### src/rtl/prefix_adder_pkg.sv
// Shared types and elaboration-time helpers for the pipelined Sklansky adder.
package prefix_adder_pkg;

  typedef struct packed {
    logic g;
    logic p;
  } gp_t;

  // Ceiling log2; clog2(1) = 0.
  function automatic int clog2(input int v);
    int r;
    r = 0;
    for (int i = 0; i < 31; i++)
      if ((1 << i) < v) r = i + 1;
    return r;
  endfunction

  // Full prefix combine: hi spans the upper group, lo the group just below it.
  function automatic gp_t black_op(input gp_t hi, input gp_t lo);
    gp_t r;
    r.g = hi.g | (hi.p & lo.g);
    r.p = hi.p & lo.p;
    return r;
  endfunction

  // Generate-only combine for positions whose group propagate is dead.
  function automatic gp_t grey_op(input gp_t hi, input gp_t lo);
    gp_t r;
    r.g = hi.g | (hi.p & lo.g);
    r.p = 1'b0;
    return r;
  endfunction

  // Number of registered prefix stages.
  function automatic int num_stages(input int width, input int lps);
    return (clog2(width) + lps - 1) / lps;
  endfunction

  // First Sklansky level handled by stage s (stages numbered from 1).
  function automatic int stage_first_level(input int s, input int lps);
    return (s - 1) * lps;
  endfunction

  // Levels handled by stage s; the last stage may be short.
  function automatic int stage_num_levels(input int s, input int width, input int lps);
    int rem;
    rem = clog2(width) - (s - 1) * lps;
    return (rem < lps) ? rem : lps;
  endfunction

endpackage

### src/rtl/prefix_stage.sv
// One pipeline slice: NUM_LEVELS Sklansky levels then an enabled register.
// The original propagate vector and carry-in ride along untouched.
module prefix_stage #(
  parameter int WIDTH       = 32,
  parameter int FIRST_LEVEL = 0,
  parameter int NUM_LEVELS  = 1
) (
  input  logic             clk,
  input  logic             rst_n,
  input  logic             en,
  input  logic             vld_i,
  input  logic [WIDTH-1:0] g_i,
  input  logic [WIDTH-1:0] p_i,
  input  logic [WIDTH-1:0] po_i,
  input  logic             c0_i,
  output logic             vld_o,
  output logic [WIDTH-1:0] g_o,
  output logic [WIDTH-1:0] p_o,
  output logic [WIDTH-1:0] po_o,
  output logic             c0_o
);
  import prefix_adder_pkg::*;

  logic [WIDTH-1:0] g_nx, p_nx;

  // Prefix levels; the partner index never has bit k set, so in-place update is safe.
  always_comb begin : comb_levels
    gp_t lvl [WIDTH];
    g_nx = '0;
    p_nx = '0;
    for (int i = 0; i < WIDTH; i++) lvl[i] = {g_i[i], p_i[i]};
    for (int lv = 0; lv < NUM_LEVELS; lv++) begin
      for (int i = 0; i < WIDTH; i++) begin
        if (((i >> (FIRST_LEVEL + lv)) & 1) == 1)
          lvl[i] = black_op(lvl[i], lvl[((i >> (FIRST_LEVEL + lv)) << (FIRST_LEVEL + lv)) - 1]);
      end
    end
    for (int i = 0; i < WIDTH; i++) begin
      g_nx[i] = lvl[i].g;
      p_nx[i] = lvl[i].p;
    end
  end

  // Stage register: shifts on the global advance, bubbles included.
  always_ff @(posedge clk or negedge rst_n) begin
    if (!rst_n) begin
      vld_o <= 1'b0;
      g_o   <= '0;
      p_o   <= '0;
      po_o  <= '0;
      c0_o  <= 1'b0;
    end else if (en) begin
      vld_o <= vld_i;
      g_o   <= g_nx;
      p_o   <= p_nx;
      po_o  <= po_i;
      c0_o  <= c0_i;
    end
  end

endmodule

### src/rtl/prefix_adder_pipe.sv
// Pipelined Sklansky adder/subtractor with valid/ready handshake.
// Stage 0 forms bitwise g/p, NPS prefix stages follow, sum is formed
// from the last stage register.
module prefix_adder_pipe #(
  parameter int WIDTH            = 32,
  parameter int LEVELS_PER_STAGE = 2
) (
  input  logic             clk,
  input  logic             rst_n,
  input  logic             in_valid,
  output logic             in_ready,
  input  logic [WIDTH-1:0] in_a,
  input  logic [WIDTH-1:0] in_b,
  input  logic             in_cin,
  input  logic             in_sub,
  output logic             out_valid,
  input  logic             out_ready,
  output logic [WIDTH-1:0] out_sum,
  output logic             out_cout,
  output logic             out_ovf
);
  import prefix_adder_pkg::*;

  localparam int NPS = num_stages(WIDTH, LEVELS_PER_STAGE);

  logic             adv;
  logic             vld_pipe [NPS+1];
  logic [WIDTH-1:0] g_s  [NPS+1];
  logic [WIDTH-1:0] p_s  [NPS+1];
  logic [WIDTH-1:0] po_s [NPS+1];
  logic             c0_s [NPS+1];

  logic [WIDTH-1:0] b_eff, p_in, g_in;
  logic             c0_in;
  logic             vld0_q, c0_q;
  logic [WIDTH-1:0] g0_q, p0_q;

  // One enable for the whole pipe; never looks at in_valid.
  assign adv      = !out_valid | out_ready;
  assign in_ready = adv;

  // Operand conditioning; carry-in folded into the bit-0 generate.
  always_comb begin
    b_eff = in_sub ? ~in_b : in_b;
    c0_in = in_sub | in_cin;
    p_in  = in_a ^ b_eff;
    g_in  = in_a & b_eff;
    g_in[0] = g_in[0] | (p_in[0] & c0_in);
  end

  // Stage 0 register.
  always_ff @(posedge clk or negedge rst_n) begin
    if (!rst_n) begin
      vld0_q <= 1'b0;
      g0_q   <= '0;
      p0_q   <= '0;
      c0_q   <= 1'b0;
    end else if (adv) begin
      vld0_q <= in_valid;
      g0_q   <= g_in;
      p0_q   <= p_in;
      c0_q   <= c0_in;
    end
  end

  assign vld_pipe[0] = vld0_q;
  assign g_s[0]      = g0_q;
  assign p_s[0]      = p0_q;
  assign po_s[0]     = p0_q;
  assign c0_s[0]     = c0_q;

  for (genvar s = 1; s <= NPS; s++) begin : g_stage
    prefix_stage #(
      .WIDTH      (WIDTH),
      .FIRST_LEVEL(stage_first_level(s, LEVELS_PER_STAGE)),
      .NUM_LEVELS (stage_num_levels(s, WIDTH, LEVELS_PER_STAGE))
    ) u_stage (
      .clk  (clk),
      .rst_n(rst_n),
      .en   (adv),
      .vld_i(vld_pipe[s-1]),
      .g_i  (g_s[s-1]),
      .p_i  (p_s[s-1]),
      .po_i (po_s[s-1]),
      .c0_i (c0_s[s-1]),
      .vld_o(vld_pipe[s]),
      .g_o  (g_s[s]),
      .p_o  (p_s[s]),
      .po_o (po_s[s]),
      .c0_o (c0_s[s])
    );
  end

  // Group propagate of the final stage has no consumer.
  logic unused_p;
  assign unused_p = ^p_s[NPS];

  // Carry into bit i is the group generate of bits i-1..0.
  assign out_valid = vld_pipe[NPS];
  assign out_sum   = po_s[NPS] ^ {g_s[NPS][WIDTH-2:0], c0_s[NPS]};
  assign out_cout  = g_s[NPS][WIDTH-1];
  assign out_ovf   = g_s[NPS][WIDTH-2] ^ g_s[NPS][WIDTH-1];

endmodule
### config.mk
export PLATFORM = sky130hd
export DESIGN_NAME = prefix_adder_pipe
export DESIGN_NICKNAME = d
export VERILOG_FILES = /design/src/rtl/prefix_adder_pkg.sv /design/src/rtl/prefix_stage.sv /design/src/rtl/prefix_adder_pipe.sv
export SDC_FILE = /design/constraint.sdc
export NUM_CORES = 1
export LEC_CHECK = 0
export BUFFER_PORTS_ARGS = -buffer_cell sky130_fd_sc_hd__buf_4
export CAP_MARGIN = 15
export CORE_UTILIZATION = 66
export DETAILED_ROUTE_END_ITERATION = 10
export GPL_TIMING_DRIVEN = 1
export PLACE_DENSITY_LB_ADDON = 0.15
export SYNTH_ARGS = -nofsm -noshare
export SYNTH_HDL_FRONTEND = slang
export SYNTH_HIERARCHICAL = 1
export SYNTH_SLANG_ARGS = --single-unit
### constraint.sdc
create_clock -name clk -period 4.75 [get_ports clk]
set_input_delay 0.2375 -clock clk [delete_from_list [all_inputs] [get_ports clk]]
set_output_delay 0.2375 -clock clk [all_outputs]
set_load 0.02 [all_outputs]
==> impl_metrics.py, run 1 <==
metrics = {
    "status": {
        "status": "completed",
    },
    "setup_path": {
        "critPathMaxFanout": 79,
        "crit_type": "flip-flop to output port",
        "worstSetupStartpoint": "g_stage[3].u_stage/vld_o$_DFFE_PN0P_",
        "endpoint_kind": "output port",
        "cp.required_ps": 4510,
        "r2r_start": "g_stage[3].u_stage/vld_o$_DFFE_PN0P_",
        "cp-start-kind": "flip-flop",
        "arrival_ps": 2430,
    },
    "clocking": {
        "cts.clk_slew.worst_paths_ps": 60,
        "cts_hold_repair.buffers": 4,
        "post_cts_buffers": 0,
        "ctsResizeCount": 0,
        "cts_tree": "built",
        "cts_buffers": 30,
        "cts_buffer_depth": 3,
        "clock_sinks": 308,
        "h-tree-depth": 1,
        "cts_root_buffer": "clkbuf_16",
        "clock_latency_ps": 540,
    },
    "timing": {
        "clock_skew_ps": 10.70,
        "fin_crit_sh_pct": 56.16,
        "relSlewSlack_pct": 30.91,
        "slew_viol_final": 0,
        "rsz0062_at_grt": "false",
        "finalHoldViolCount": 0,
        "fin_ws_ps": 2082,
        "finalSetupViolations": 0,
        "finalCriticalPeriod_ps": 2668,
        "tightest_slew_ps": 1036,
        "setup_tns_ps": 0,
        "max_freq_mhz": 374.9,
    },
    "run": {
        "drv_cap": 0,
    },
    "min_path": {
        "min_from": "in_cin",
        "hold_path.class": "input pin to flip-flop",
    },
    "finish": {
        "drive_gt1_share_pct": 34.28,
        "final_nets": 1134,
        "fin_util_pct": 77.16,
        "diodes": 0,
        "synthToLayoutAreaGrowth_pct": 14.52,
    },
    "grt": {
        "grt_pass1_vias": 7361,
        "grt_max_degree": 137,
        "grt_pass1_wl_mm": 37.03,
        "grt_usage_pct": 22.96,
        "grt_antenna_before_repair": 0,
        "overflow": 0,
    },
    "floorplan": {
        "row_count": 51,
        "start_util_pct": 67.38,
        "core_sq_um": 19460,
        "design.die.area_sq_um": 20440,
        "die-width_microns": 143.0,
        "die_h_microns": 143.0,
        "io_pins": 106,
    },
    "routing": {
        "drc": 0,
        "drt-total-wl_mm": 22.02,
        "drt_iter0_drc": 326,
        "routedWlPerCell_microns": 16.71,
        "drtPass1Iterations": 4,
        "ant_nets": 0,
        "vias": 7304,
        "vias_per_cell": 5.542,
    },
    "power": {
        "power_density_nw_per_um2": 679.6,
        "leakage_nw": 7.114,
        "ir_worst_vdd_v": 0.0004466,
    },
    "placed_design": {
        "dpl.hpwl_mm": 13.83,
        "io_buffers": 105,
        "dp_worst_setup_slack_ps": 2369,
        "routabilityCongestion": 0.7197,
    },
    "synthesis": {
        "postSynthCellCount": 937,
        "synthesis.nets": 1039,
        "avgSynthCellArea_sq_um": 14.00,
        "synth_area_sq_um": 13110,
        "yosysWarnings": 6,
    },
}
-- cell usage in the layout, fill, tap and decap left out, drive strengths merged, types with 8 or more instances in the layout --
| master | instances |
|---|---|
| dfrtp | 308 |
| xor2 | 65 |
| nand2 | 17 |
| mux2 | 217 |
| nand3 | 17 |
| ha | 32 |
| nor2b | 8 |
| nor2 | 40 |
| buf | 113 |
| o21ai | 22 |
| a221o | 8 |
| a21o | 13 |
| a21oi | 77 |
| mux2i | 15 |
| inv | 27 |
| clkbuf | 42 |
-- sequential cells by signal, summed over array words and instances (netlist names) --
| register | count |
|---|---|
| vld0_q | 1 |
| g_stage.u_stage/vld_o | 3 |
| g0_q | 32 |
| c0_q | 1 |
| g_stage.u_stage/po_o | 96 |
| g_stage.u_stage/g_o | 96 |
| g_stage.u_stage/p_o | 44 |
| g_stage.u_stage/c0_o | 3 |
| p0_q | 32 |
-- critical path, cell delays in order, from the launching register on --
cell	delay (ps)
dfrtp_1	440
nand2b_4	770
buf_12	410
buf_4	210
-- metal layers --
layer  vias to the layer above  wire [microns]  track usage (%)
met5                         -               0                0
met4                         0             346            4.980
met3                        25             714            3.521
met2                       112           11100            38.46
met1                      3714            9857            31.94
li1                       3453               -                -
-- worst paths after layout --
check / depth (start not counted) / to / slack [ps]
setup / recovery: 3 / in_ready / 2080
hold / removal: 3 / g0_q[0]$_DFFE_PN0P_ / 40
setup reg to reg: 5 / g_stage[2].u_stage/p_o[28]$_DFFE_PN0P_ / 2320
hold reg to reg: 1 / g_stage[3].u_stage/po_o[26]$_DFFE_PN0P_ / 490
max in group asynchronous: 3 / g_stage[3].u_stage/g_o[20]$_DFFE_PN0P_ / 3180
min in group asynchronous: 2 / g_stage[3].u_stage/po_o[27]$_DFFE_PN0P_ / 360
-- stage by stage --
stage / area (sq um) / cells / hold WS [ps] / power [mW]
2_1_floorplan: 13110 / 937 / -58.09 / 6.793
3_3_place_gp: 13970 / 1261 / 377.8 / 7.690
3_5_place_dp: 13970 / 1261 / 382.1 / 7.844
4_1_cts: 15020 / 1318 / 23.96 / 10.30
5_1_grt: 15020 / 1318 / 41.40 / 10.81
6_report: 15020 / 1318 / 39.74 / 10.21
-- layout make-up --
type                    count  area (sq um)
flip-flops and latches    308          7707
multi-input cells         549          4925
fillers                  1189          4444
repair buffers            117         945.9
clock buffers              42         877.1
well taps                 265         331.6
clock inverters            11         133.9
inverters                  26         97.59
-- where the power goes --
part | switching [mW] | internal, mW | total, mW
Sequential | 0.770 | 3.75 | 4.52
Clock | 0.948 | 1.44 | 2.39
Combinational | 1.55 | 1.75 | 3.30
Total | 3.26 | 6.94 | 10.2
(Power assumes the default switching activity.)
==> run 2: changes to the inputs <==
CORE_UTILIZATION = 61   (was 66)
clock period = 2.6 ns   (was 4.75 ns; I/O delays follow)
==> run 2 against run 1 <==
Compared with the run above:
- first-iteration DRC count up 29%
- cell count up 4.9%
- worst setup slack worse by 1600 ps
- wire length up 4.3%
- flip-flop and latch count unchanged
- core utilization down 3.1 points
- largest cell class unchanged
- global-route usage down 0.95 points
- largest power group unchanged
- total power up 85%
==> impl_metrics.py, run 2 (same netlist as run 1, synthesis figures left out) <==
metrics = {
    "placed_design": {
        "routabilityCongestion": 0.7117,
        "dpl.hpwl_mm": 14.52,
        "place_inst": 1287,
        "io_buffers": 105,
    },
    "power": {
        "clkPwrFrac_pct": 23.8,
        "combPwrFrac_pct": 32.7,
        "seqPwrFrac_pct": 43.6,
        "power_density_nw_per_um2": 1215,
        "p_sw_share_pct": 31.84,
        "total_power_mw": 18.93,
        "p_int_mw": 12.90,
        "leakage_nw": 7.365,
        "p_sw_mw": 6.026,
        "ir_worst_vdd_v": 0.0007211,
    },
    "clocking": {
        "cts_root_buffer": "clkbuf_16",
        "cts_buffers": 31,
        "post_cts_buffers": 0,
        "cts_tree": "built",
        "h-tree-depth": 1,
        "clock_sinks": 308,
        "cts.clk_slew.worst_paths_ps": 60,
        "clock_latency_ps": 540,
        "ctsResizeCount": 0,
        "cts_buffer_depth": 3,
    },
    "routing": {
        "drc": 0,
        "vias_per_cell": 5.376,
        "ant_nets": 0,
        "routedWlPerCell_microns": 16.61,
        "vias": 7430,
        "drt-total-wl_mm": 22.96,
        "drtPass1Iterations": 4,
        "drt_iter0_drc": 421,
    },
    "setup_path": {
        "cp.required_ps": 2470,
        "critPathMaxFanout": 89,
        "endpoint_kind": "output port",
        "cp-start-kind": "flip-flop",
        "arrival_ps": 1970,
        "crit_type": "flip-flop to output port",
    },
    "finish": {
        "fillCellCount": 1366,
        "mostFrequentLayoutCells": "dfrtp_1 (308), mux2_2 (145), buf_4 (120)",
        "synthToLayoutAreaGrowth_pct": 18.80,
        "drive_gt1_share_pct": 34.33,
        "reg.largest.list": "g_stage.u_stage/g_o (96), g_stage.u_stage/po_o (96), g_stage.u_stage/p_o (44)",
        "final_common_cell": "dfrtp_1",
        "diodes": 0,
        "fin_cells": 1382,
        "final_nets": 1185,
    },
    "timing": {
        "setup_tns_ps": 0,
        "whs_ps": 103.3,
        "finalCriticalPeriod_ps": 2100,
        "rsz0062_at_grt": "false",
        "relSlewSlack_pct": 46.69,
        "clock_skew_ps": 8.663,
        "fin_crit_sh_pct": 80.76,
        "finalSetupViolations": 0,
        "finalHoldViolCount": 0,
        "slew_viol_final": 0,
        "max_freq_mhz": 476.3,
        "tightest_slew_ps": 799.7,
    },
    "floorplan": {
        "row_count": 53,
        "design.die.area_sq_um": 22090,
        "die-width_microns": 148.6,
        "io_pins": 106,
        "start_util_pct": 62.38,
        "die_h_microns": 148.6,
        "core_sq_um": 21020,
    },
    "run": {
        "drv_cap": 0,
    },
    "grt": {
        "grt_antenna_before_repair": 0,
        "grt_usage_pct": 22.01,
        "grt_max_degree": 90,
        "overflow": 0,
        "grt_pass1_wl_mm": 38.96,
        "grt_pass1_vias": 7721,
    },
    "min_path": {
        "hold_path.class": "input pin to flip-flop",
    },
    "status": {
        "status": "completed",
    },
}
## run 2: cell types whose count changed in the layout (fill, tap and decap cells not counted)
cell / before / now
buf_12: 4 / 8
buf_4: 108 / 120
bufinv_16: 3 / 4
clkbuf_1: 5 / 6
clkbuf_8: 6 / 5
clkinv_2: 7 / 9
clkinv_4: 0 / 1
clkinvlp_4: 0 / 1
dlygate4sd3_1: 4 / 38
inv_6: 1 / 0
## run 2: power groups by stage
stage	clock [mW]	combinational [mW]	sequential (mW)
floorplan	0	4.58	7.83
global placement	0	5.98	8.22
detailed placement	0	6.15	8.31
CTS	4.61	6.26	8.26
global route	4.80	6.72	8.53
finish	4.50	6.18	8.25
## run 2: area by class of cell
class / count / area [sq um] / area share (%)
timing repair buffer: 167 / 1456 / 9.349
tap: 275 / 344.1 / 2.209
sequential: 308 / 7707 / 49.47
multi-input combinational: 549 / 4925 / 31.61
clock inverter: 15 / 181.4 / 1.165
clock buffer: 42 / 867.1 / 5.566
inverter: 26 / 97.59 / 0.6265
## run 2: worst max-delay path: stages (launching register included)
cell and delay, ps:
dfrtp_1 440, nand2b_4 300, buf_12 410, buf_4 230
## run 2: path summary, 6_finish.rpt
kind                                                         from                                       to  slack [ps]  cells past startpoint
setup / recovery             g_stage[3].u_stage/vld_o$_DFFE_PN0P_                                 in_ready         500                      3
hold / removal                                           in_b[14]                     p0_q[14]$_DFFE_PN0P_         100                      4
setup reg to reg             g_stage[3].u_stage/vld_o$_DFFE_PN0P_                      g0_q[0]$_DFFE_PN0P_         590                      5
hold reg to reg            g_stage[2].u_stage/g_o[11]$_DFFE_PN0P_   g_stage[2].u_stage/g_o[11]$_DFFE_PN0P_         480                      1
max in group asynchronous                                   rst_n  g_stage[3].u_stage/po_o[31]$_DFFE_PN0P_        1670                      3
min in group asynchronous                                   rst_n  g_stage[3].u_stage/po_o[23]$_DFFE_PN0P_         150                      2
## run 2: routing by layer
layer	share of wire (%)	global-route usage, %	vias to the layer above
met4	1.9	5.206	0
met5	0	0	-
li1	-	-	3542
met2	49	36.00	112
met3	2.7	2.638	30
met1	46	31.63	3746
## run 2: repair_timing
action / 4_1_cts / 5_1_grt
endpoints found under the setup margin: 0 / 0
hold buffers: 38 / 0
hold endpoints to repair: 129 / 0
## run 2: metrics by stage
stage | area (sq um) | util (%) | setup WS, ps
finish | 15580 | 74.11 | 500.4
global route | 15580 | 74.11 | 399.6
CTS | 15580 | 74.11 | 492.9
detailed placement | 14150 | 67.31 | 861.2
global placement | 14150 | 67.31 | 906.2
floorplan | 13110 | - | 785.1
